File: src/rtl/pipe_hazard_sequencer_pkg.sv
// Shared types and defaults for the pipeline hazard sequencer: FSM state encoding,
// window kinds, default window lengths and the flag-producer opcodes.
package pipe_hazard_sequencer_pkg;

  localparam int unsigned CntW = 3;

  localparam int unsigned DefBrFlushCyc   = 2;
  localparam int unsigned DefLdStallCyc   = 1;
  localparam int unsigned DefFlagStallCyc = 1;

  // Flag-producing opcodes whose writeback raises flag_hzd.
  localparam logic [3:0] OpSetf = 4'hC;
  localparam logic [3:0] OpCplf = 4'hD;

  typedef enum logic [1:0] {
    StIdle      = 2'd0,
    StLdStall   = 2'd1,
    StFlagStall = 2'd2,
    StBrFlush   = 2'd3
  } hzd_state_e;

  typedef enum logic [1:0] {
    WinNone  = 2'd0,
    WinStall = 2'd1,
    WinBr    = 2'd2
  } hzd_win_e;

  // Counter preload for an N-cycle window: cycle 1 is served from IDLE.
  function automatic logic [CntW-1:0] win_load(input int unsigned n);
    int unsigned m;
    m = (n > 1) ? n - 2 : 0;
    return m[CntW-1:0];
  endfunction

endpackage

File: src/rtl/pipe_hazard_sequencer_window_cnt.sv
// Loadable down-counter with zero flag that times a hazard window.
module hzd_window_cnt #(
  parameter int unsigned Width = 3
) (
  input  logic             clk,
  input  logic             rst,
  input  logic             load,
  input  logic [Width-1:0] load_val,
  input  logic             dec,
  output logic [Width-1:0] cnt,
  output logic             zero
);

  logic [Width-1:0] cnt_q, cnt_d;

  always_comb begin
    cnt_d = cnt_q;
    if (load) begin
      cnt_d = load_val;
    end else if (dec && (cnt_q != '0)) begin
      cnt_d = cnt_q - Width'(1);
    end
  end

  always_ff @(posedge clk or posedge rst) begin
    if (rst) begin
      cnt_q <= '0;
    end else begin
      cnt_q <= cnt_d;
    end
  end

  assign cnt  = cnt_q;
  assign zero = (cnt_q == '0);

endmodule

File: src/rtl/pipe_hazard_sequencer.sv
// Pipeline hazard sequencer: turns branch/load-use/flag hazard requests into timed
// stall/flush windows. Optional perf counters are enabled by HZD_PERF_CNT_EN.
module pipe_hazard_sequencer
  import pipe_hazard_sequencer_pkg::*;
#(
  parameter int unsigned BR_FLUSH_CYC   = DefBrFlushCyc,
  parameter int unsigned LD_STALL_CYC   = DefLdStallCyc,
  parameter int unsigned FLAG_STALL_CYC = DefFlagStallCyc
) (
  input  logic        clk,
  input  logic        rst,
  input  logic        branch_en,
  input  logic        load_use_hzd,
  input  logic        flag_hzd,
  output logic        stall_F,
  output logic        stall_D,
  output logic        stall_E,
  output logic        flush_F,
  output logic        flush_D,
  output logic        flush_E,
  output logic        alu_en_out,
  output logic        busy
`ifdef HZD_PERF_CNT_EN
  ,
  input  logic        cnt_clr,
  output logic [15:0] stall_cyc_cnt,
  output logic [15:0] flush_cyc_cnt
`endif
);

  hzd_state_e      state_q, state_d;
  hzd_win_e        win;
  logic            cnt_load;
  logic            cnt_dec;
  logic [CntW-1:0] cnt_val;
  logic [CntW-1:0] cnt;
  logic            cnt_zero;

  hzd_window_cnt #(
    .Width(CntW)
  ) u_window_cnt (
    .clk     (clk),
    .rst     (rst),
    .load    (cnt_load),
    .load_val(cnt_val),
    .dec     (cnt_dec),
    .cnt     (cnt),
    .zero    (cnt_zero)
  );

  always_ff @(posedge clk or posedge rst) begin
    if (rst) begin
      state_q <= StIdle;
    end else begin
      state_q <= state_d;
    end
  end

  // Next state and the window kind driven this cycle.
  always_comb begin
    state_d  = state_q;
    win      = WinNone;
    cnt_load = 1'b0;
    cnt_dec  = 1'b0;
    cnt_val  = '0;
    unique case (state_q)
      StIdle: begin
        if (branch_en) begin
          win = WinBr;
          if (BR_FLUSH_CYC > 1) begin
            state_d  = StBrFlush;
            cnt_load = 1'b1;
            cnt_val  = win_load(BR_FLUSH_CYC);
          end
        end else if (flag_hzd) begin
          win = WinStall;
          if (FLAG_STALL_CYC > 1) begin
            state_d  = StFlagStall;
            cnt_load = 1'b1;
            cnt_val  = win_load(FLAG_STALL_CYC);
          end
        end else if (load_use_hzd) begin
          win = WinStall;
          if (LD_STALL_CYC > 1) begin
            state_d  = StLdStall;
            cnt_load = 1'b1;
            cnt_val  = win_load(LD_STALL_CYC);
          end
        end
      end
      StLdStall, StFlagStall: begin
        // A taken branch pre-empts the stall and restarts as a full branch window.
        if (branch_en) begin
          win = WinBr;
          if (BR_FLUSH_CYC > 1) begin
            state_d  = StBrFlush;
            cnt_load = 1'b1;
            cnt_val  = win_load(BR_FLUSH_CYC);
          end else begin
            state_d = StIdle;
          end
        end else begin
          win = WinStall;
          if (cnt_zero) begin
            state_d = StIdle;
          end else begin
            cnt_dec = 1'b1;
          end
        end
      end
      StBrFlush: begin
        win = WinBr;
        if (cnt_zero) begin
          state_d = StIdle;
        end else begin
          cnt_dec = 1'b1;
        end
      end
      default: state_d = StIdle;
    endcase
  end

  // Output decode; reset forces everything low, including alu_en_out.
  always_comb begin
    stall_F    = 1'b0;
    stall_D    = 1'b0;
    stall_E    = 1'b0;
    flush_F    = 1'b0;
    flush_D    = 1'b0;
    flush_E    = 1'b0;
    alu_en_out = 1'b0;
    busy       = 1'b0;
    if (!rst) begin
      unique case (win)
        WinStall: begin
          stall_F = 1'b1;
          stall_D = 1'b1;
          flush_E = 1'b1;
          busy    = 1'b1;
        end
        WinBr: begin
          flush_F = 1'b1;
          flush_D = 1'b1;
          stall_E = 1'b1;
          busy    = 1'b1;
        end
        default: alu_en_out = 1'b1;
      endcase
    end
  end

`ifdef HZD_PERF_CNT_EN
  logic [15:0] stall_cyc_q, flush_cyc_q;

  always_ff @(posedge clk or posedge rst) begin
    if (rst) begin
      stall_cyc_q <= '0;
      flush_cyc_q <= '0;
    end else if (cnt_clr) begin
      stall_cyc_q <= '0;
      flush_cyc_q <= '0;
    end else begin
      if (stall_F && flush_E && (stall_cyc_q != 16'hFFFF)) begin
        stall_cyc_q <= stall_cyc_q + 16'd1;
      end
      if (flush_F && (flush_cyc_q != 16'hFFFF)) begin
        flush_cyc_q <= flush_cyc_q + 16'd1;
      end
    end
  end

  assign stall_cyc_cnt = stall_cyc_q;
  assign flush_cyc_cnt = flush_cyc_q;
`endif

endmodule
File: config.mk
export PLATFORM = sky130hd
export DESIGN_NAME = pipe_hazard_sequencer
export DESIGN_NICKNAME = d
export VERILOG_FILES = /design/src/rtl/pipe_hazard_sequencer_pkg.sv /design/src/rtl/pipe_hazard_sequencer_window_cnt.sv /design/src/rtl/pipe_hazard_sequencer.sv
export SDC_FILE = /design/constraint.sdc
export NUM_CORES = 1
export LEC_CHECK = 0
export BUFFER_PORTS_ARGS = -buffer_cell sky130_fd_sc_hd__buf_2
export CAP_MARGIN = 30
export CORE_AREA = 2 2 39 41
export CTS_CLUSTER_DIAMETER = 200
export DETAILED_ROUTE_END_ITERATION = 8
export DIE_AREA = 0 0 41 43
export HOLD_SLACK_MARGIN = 0.1
export PLACE_DENSITY = 0.61
export SYNTH_ARGS = -nofsm -noshare
export SYNTH_HDL_FRONTEND = slang
export SYNTH_SLANG_ARGS = --single-unit
File: constraint.sdc
create_clock -name clk -period 1.8 [get_ports clk]
set_input_delay 0.36 -clock clk [delete_from_list [all_inputs] [get_ports clk]]
set_output_delay 0.36 -clock clk [all_outputs]
set_load 0.01 [all_outputs]
# [Word level (Yosys, flattened, before mapping)]
# Index checks and enable logic that the tools add are counted.
[classes] addsub=1 n_eq_ne=6 n_bitwise=0 mux=24 mul=0 n_lt_le_gt_ge=0 n_div=0 shift=0 reduce_logical=8
[op_table] op="1-bit two-way mux" n=14
[op_table] op="2-bit one-hot mux with 3 select lines" n=2
[op_table] op="2-bit two-way mux" n=5
[op_table] op="2-bit == test, second input constant" n=3
[op_table] op="3-bit two-way mux" n=2
[op_table] op="2-bit by 1-bit == test with 1-bit output, second input constant" n=2
[op_table] op="2-bit OR reduction" n=2
[op_table] op="3-bit zero test" n=1
[op_table] op="3-bit nonzero test" n=1
[op_table] op="3-bit OR reduction" n=1
[op_table] op="3-bit by 1-bit subtractor with 3-bit output, second input constant" n=1
[op_table] op="2-bit zero test" n=1
[op_table] op="2-bit != test, second input constant" n=1
[op_table] op="1-bit one-hot mux with 2 select lines" n=1
[op_table] op="2-bit nonzero test" n=1
[op_table] op="1-bit logical AND" n=1
[totals] in_bits=5 ff_bits=5 mem_count=0 latchBits=0 output_inout_bits=8 mem_bits_rw=0 romBits=0 elab_cells=41

# [Depth between registers and ports, before layout]
[depth] depth_word=8 depth_mapped=8

# [By module]
# Synthesis repeated with hierarchy kept, for this count alone.
[hier_totals] cells_unflattened=53 area_unflattened_um2=480.5
[modules_own_cells] mod="pipe_hazard_sequencer" cells_each=33 seq_area_each_um2=50.0 n_inst=1 area_each_um2=269.0
[modules_own_cells] mod="hzd_window_cnt" cells_each=20 seq_area_each_um2=75.1 n_inst=1 area_each_um2=211.5

# [Least setup slack after synthesis]
# No wires, ideal clock.
[synth_timing] path_type="reg-to-output" from="register state_q[0]" to="output port stall_D" stages_incl_launch_ff=9 arrival_ps=1753 required_time_ps=1440 slack_ps=-313 cell_sequence="dfrtp_1 -> inv_1 -> ha_1 -> nor2_1 -> a211o_1 -> inv_2 -> ha_1 -> nor2b_1 -> buf_4"
[synth_via] elab_chain_cells=6
[synth_lines] element="from (decl)" line_no="pipe_hazard_sequencer.sv:31" source="hzd_state_e state_q, state_d;"
[synth_lines] element="from (signal assigned)" line_no="pipe_hazard_sequencer.sv:53" source="state_q <= StIdle;"
[synth_lines] element="from (signal assigned)" line_no="pipe_hazard_sequencer.sv:55" source="state_q <= state_d;"
[synth_lines] element="2-bit by 1-bit == test with 1-bit output or 2-bit == test (tied branches)" line_no="pipe_hazard_sequencer.sv:66" source="unique case (state_q)"
[synth_lines] element="2-bit OR reduction" line_no="pipe_hazard_sequencer.sv:66"
[synth_lines] element="2-bit one-hot mux with 3 select lines (*)" line_no="pipe_hazard_sequencer.sv:66"
[synth_lines] element="2-bit by 1-bit == test with 1-bit output (*)"
[synth_lines] element="1-bit two-way mux (*) (2 in series)"
[synth_lines] element="to (decl)" line_no="pipe_hazard_sequencer.sv:16" source="output logic stall_D,"
# Mark *: on every way between the ends. The rest lies on a longest branch, timed or not.

# [Worst setup path in the final report]
[layout_timing] from="register state_q[0]" to="output port alu_en_out"
[layout_via] elab_chain_cells=7
[layout_lines] element="2-bit by 1-bit == test with 1-bit output or 2-bit == test (tied branches)" line_no="pipe_hazard_sequencer.sv:66"
[layout_lines] element="2-bit OR reduction" line_no="pipe_hazard_sequencer.sv:66"
[layout_lines] element="2-bit one-hot mux with 3 select lines (*)" line_no="pipe_hazard_sequencer.sv:66"
[layout_lines] element="2-bit == test or 2-bit by 1-bit == test with 1-bit output (tied branches)" line_no="pipe_hazard_sequencer.sv:134" source="unique case (win)"
[layout_lines] element="2-bit OR reduction (no source line) (*)"
[layout_lines] element="1-bit two-way mux (*)" line_no="pipe_hazard_sequencer.sv:134"
[layout_lines] element="1-bit two-way mux (*)" line_no="pipe_hazard_sequencer.sv:133" source="if (!rst) begin"
[layout_lines] element="to (decl)" line_no="pipe_hazard_sequencer.sv:21" source="output logic alu_en_out,"
# Marks and branches as above.

==> impl_results.html <==
<table>
<tr><th>Metric</th><th>Value</th></tr>
<tr><th colspan="2">Placement</th></tr>
<tr><td>Routability congestion estimate from global placement</td><td>0.657</td></tr>
<tr><td>Placed wire-length estimate</td><td>777 um</td></tr>
<tr><td>I/O Buffers</td><td>12</td></tr>
<tr><td>Post-placement cell area</td><td>652 um2</td></tr>
<tr><th colspan="2">Yosys</th></tr>
<tr><td>Total standard cell area after synthesis</td><td>502 um2</td></tr>
<tr><td>Synthesized instance count</td><td>56</td></tr>
<tr><td>Yosys top cell area share</td><td>24.9%</td></tr>
<tr><td>Synth Area per Inst</td><td>8.96 um2</td></tr>
<tr><td>Sequential fraction of the synthesis area</td><td>24.9%</td></tr>
<tr><td>Synthesized-area fraction occupied by and/or/nand/nor cells</td><td>18.0%</td></tr>
<tr><td>Post-Synth XOR/XNOR Area</td><td>0%</td></tr>
<tr><td>Number of synthesis warnings</td><td>0</td></tr>
<tr><td>Count of distinct cell types in the synthesized netlist</td><td>19</td></tr>
<tr><td>Cell type with the largest total area after synthesis</td><td>dfrtp_1</td></tr>
<tr><td>Synthesized Nets</td><td>69</td></tr>
<tr><td>FF+latch count, synth</td><td>5</td></tr>
<tr><td>Compound-cell area share of the yosys netlist</td><td>17.0%</td></tr>
<tr><td>Post-synthesis adder-cell area fraction</td><td>20.0%</td></tr>
<tr><td>Combinational family with the most area after synthesis</td><td>adder cells</td></tr>
<tr><td>Mux cell area share after synthesis</td><td>5.99%</td></tr>
<tr><td>Biggest area contributors in the synthesized netlist</td><td>dfrtp_1 25%, ha_1 20%, inv_1 7.5%</td></tr>
<tr><th colspan="2">Cells and area</th></tr>
<tr><td>Leading cell types in the layout, fill and taps excluded</td><td>7 x inv_1, 7 x buf_2, 5 x buf_6, 5 x buf_4, 5 x dfrtp_1</td></tr>
<tr><td>Proportion of layout cells with a drive suffix above 1</td><td>53.4%</td></tr>
<tr><td>Net total in the final layout</td><td>87</td></tr>
<tr><td>Synth-to-layout area growth</td><td>45.9%</td></tr>
<tr><td>Finished Cell Area</td><td>732 um2</td></tr>
<tr><td>Layout fillers</td><td>123</td></tr>
<tr><td>Ant. Diodes</td><td>0</td></tr>
<tr><th colspan="2">Die</th></tr>
<tr><td>Io pins</td><td>13</td></tr>
<tr><td>Starting utilization of the core area</td><td>36.3%</td></tr>
<tr><td>Floorplan row count</td><td>14</td></tr>
<tr><td>X dimension of the die</td><td>41 um</td></tr>
<tr><td>Floorplan die height</td><td>43 um</td></tr>
<tr><td>Core area</td><td>0.00138 mm2</td></tr>
<tr><td>Die ar.</td><td>0.00176 mm2</td></tr>
<tr><th colspan="2">Global routing</th></tr>
<tr><td>Number of global-route vias before repair</td><td>410</td></tr>
<tr><td>Total congestion overflow</td><td>0</td></tr>
<tr><td>Maximum number of pins on one net before global-route repair</td><td>7</td></tr>
<tr><td>Number of antenna violations at the first check in global routing</td><td>0</td></tr>
<tr><td>Global-route wire length before repair</td><td>1.60 mm</td></tr>
<tr><td>Global routing usage summed across all routing layers</td><td>13.7%</td></tr>
<tr><th colspan="2">Timing</th></tr>
<tr><td>Peak clock frequency supported by timing</td><td>0.467 GHz</td></tr>
<tr><td>Crit share post-route</td><td>119%</td></tr>
<tr><td>Final-report max-slew violation count</td><td>0</td></tr>
<tr><td>Worst clock skew</td><td>0.000427 ns</td></tr>
<tr><td>Final Hold Vio Count</td><td>0</td></tr>
<tr><td>Unrepaired setup endpoints after global routing</td><td>yes</td></tr>
<tr><td>Slew at the pin closest to its max-slew limit</td><td>0.283 ns</td></tr>
<tr><td>Worst rel slew slack</td><td>81.1%</td></tr>
<tr><td>Worst Slack Setup Final</td><td>-0.344 ns</td></tr>
<tr><td>Minimum clock period</td><td>2.14 ns</td></tr>
<tr><td>Final setup violating endpoints</td><td>8</td></tr>
<tr><th colspan="2">Clock network</th></tr>
<tr><td>Clock buffer depth</td><td>2</td></tr>
<tr><td>Buffer count from post-CTS setup fixing</td><td>0</td></tr>
<tr><td>Clock latency at the later pin of the worst-skew pair</td><td>0.23 ns</td></tr>
<tr><td>Total clock buffers created by CTS</td><td>3</td></tr>
<tr><td>Clock tree from TritonCTS</td><td>yes</td></tr>
<tr><td>CTS root buffer</td><td>clkbuf_4</td></tr>
<tr><td>Total number of H-tree levels</td><td>1</td></tr>
<tr><td>Hold buffer count at cts</td><td>0</td></tr>
<tr><td>Clock sink count</td><td>5</td></tr>
<tr><td>Clock transition at the register clock pins on the worst setup and hold paths after CTS</td><td>0.04 ns</td></tr>
<tr><th colspan="2">Setup path</th></tr>
<tr><td>WS Path Type</td><td>flip-flop to primary output</td></tr>
<tr><td>Highest net fanout along the worst path</td><td>3</td></tr>
<tr><td>CP arrival</td><td>1.78 ns</td></tr>
<tr><td>Req. time, crit path</td><td>1.44 ns</td></tr>
<tr><td>Category of the worst setup path capture point</td><td>primary output</td></tr>
<tr><td>Critical path startpoint category</td><td>flip-flop</td></tr>
<tr><th colspan="2">Outcome</th></tr>
<tr><td>Violations in the final reports</td><td>setup timing</td></tr>
<tr><td>Outcome</td><td>finished with violations</td></tr>
<tr><th colspan="2">Power</th></tr>
<tr><td>Overall power</td><td>1.43 mW</td></tr>
<tr><td>Total power density per cell area</td><td>1950 mW/mm2</td></tr>
<tr><td>Worst vdd ir</td><td>920 uV</td></tr>
<tr><td>Leak</td><td>0.360 nW</td></tr>
<tr><th colspan="2">Detailed routing</th></tr>
<tr><td>Number of DRC violations after detailed routing</td><td>0</td></tr>
<tr><td>Routed wire per std cell</td><td>10.4 um</td></tr>
<tr><td>Vias per cell</td><td>4.43</td></tr>
<tr><td>Final wirelength</td><td>927 um</td></tr>
<tr><td>Via count of the routed design</td><td>394</td></tr>
<tr><td>Drt first-iter violations</td><td>3</td></tr>
<tr><td>Router iterations before antenna repair</td><td>2</td></tr>
<tr><td>Antenna viol nets, final</td><td>0</td></tr>
<tr><th colspan="2">Hold path</th></tr>
<tr><td>Path category of the worst min-delay check</td><td>input port to asynchronous set/reset pin</td></tr>
<tr><th colspan="2">Flow run</th></tr>
<tr><td>Max_cap viols</td><td>0</td></tr>
</table>
## per-stage QoR
stage | hold WS, ns | std cells | setup slack [ns] | setup TNS, ns | util (%)
after floorplan | 0.139 | 56 | -0.0585 | -0.228 | -
after global placement | 0.381 | 85 | -0.107 | -0.150 | 47.1
after detailed placement | 0.377 | 85 | -0.112 | -0.259 | 47.1
after CTS | 0.125 | 89 | -0.348 | -2.35 | 52.0
after global routing | 0.129 | 89 | -0.435 | -3.06 | 52.9
final | 0.122 | 89 | -0.344 | -2.21 | 52.9
## final cells by class
class	count	area [um2]	area share, %
multi-input combinational	36	390	53.3
timing repair buffer	17	129	17.6
sequential	5	125	17.1
inverter	11	41.3	5.64
clock buffer	4	26.3	3.59
tap	16	20.0	2.74
## kinds of logic (layout without fill, tap and decap cells)
| kind of cell | after synthesis | in the layout |
|---|---|---|
| flops | 5 | 5 |
| buf+inv | 15 | 32 |
| compound gates | 9 | 9 |
| simple gates | 16 | 16 |
| fa+ha+maj | 8 | 8 |
| mux | 3 | 3 |
## path summary, 6_finish.rpt
path                                startpoint                   to  slack, ns  depth (start not counted)
setup / recovery                    state_q[0]           alu_en_out      -0.34                          7
hold / removal                             rst  u_window_cnt.cnt[2]       0.12                          2
setup reg to reg                    state_q[0]  u_window_cnt.cnt[2]       0.26                          6
hold reg to reg            u_window_cnt.cnt[0]  u_window_cnt.cnt[0]       0.52                          2
max in group asynchronous                  rst           state_q[0]       1.49                          2
min in group clk           u_window_cnt.cnt[0]  u_window_cnt.cnt[0]       0.52                          2
## synth_stat cells
master and count:
nor2_1 4, nand2b_4 1, a211o_1 1, a211oi_2 1, nor2b_1 3, inv_2 1, dfrtp_1 5, nor2b_2 1
inv_1 10, nand2_1 4, ha_1 8, a21o_1 2, o21ai_0 2, a2111oi_4 1, o22ai_1 1, mux2i_1 3
o21ai_1 1, nand2b_1 3, buf_4 4
## flip-flops by register name (all words and copies together) (netlist names)
register / cells
state_q: 2
u_window_cnt.cnt: 3
## repair_timing
| action | CTS | global route |
|---|---|---|
| resized for setup | 6 | 4 |
| endpoints found under the setup margin | 8 | 8 |
| pin swaps | 1 | 0 |
## worst max-delay path: stages, from the launching register on
cell	delay, ns
dfrtp_1	0.35
inv_2	0.07
ha_4	0.29
nor2_2	0.03
a211o_1	0.28
ha_4	0.29
nor2b_4	0.13
buf_6	0.10
## report_power, final
group | switching (mW) | leakage (nW) | internal, mW
clock | 0.0399 | 0.0150 | 0.0834
sequential | 0.0245 | 0.0635 | 0.156
combinational | 0.536 | 0.282 | 0.591
total | 0.600 | 0.360 | 0.831
## metal layers
layer	GRT usage [%]	wire length [um]	vias to the layer above	part of all wire, %
met1	14.1	391	173	42
li1	-	-	209	-
met3	3.14	31	2	3.3
met2	23.4	490	10	53
met4	8.00	12	0	1.3
met5	0	0	-	0
No activity file was read; power rests on OpenSTA's default activity.
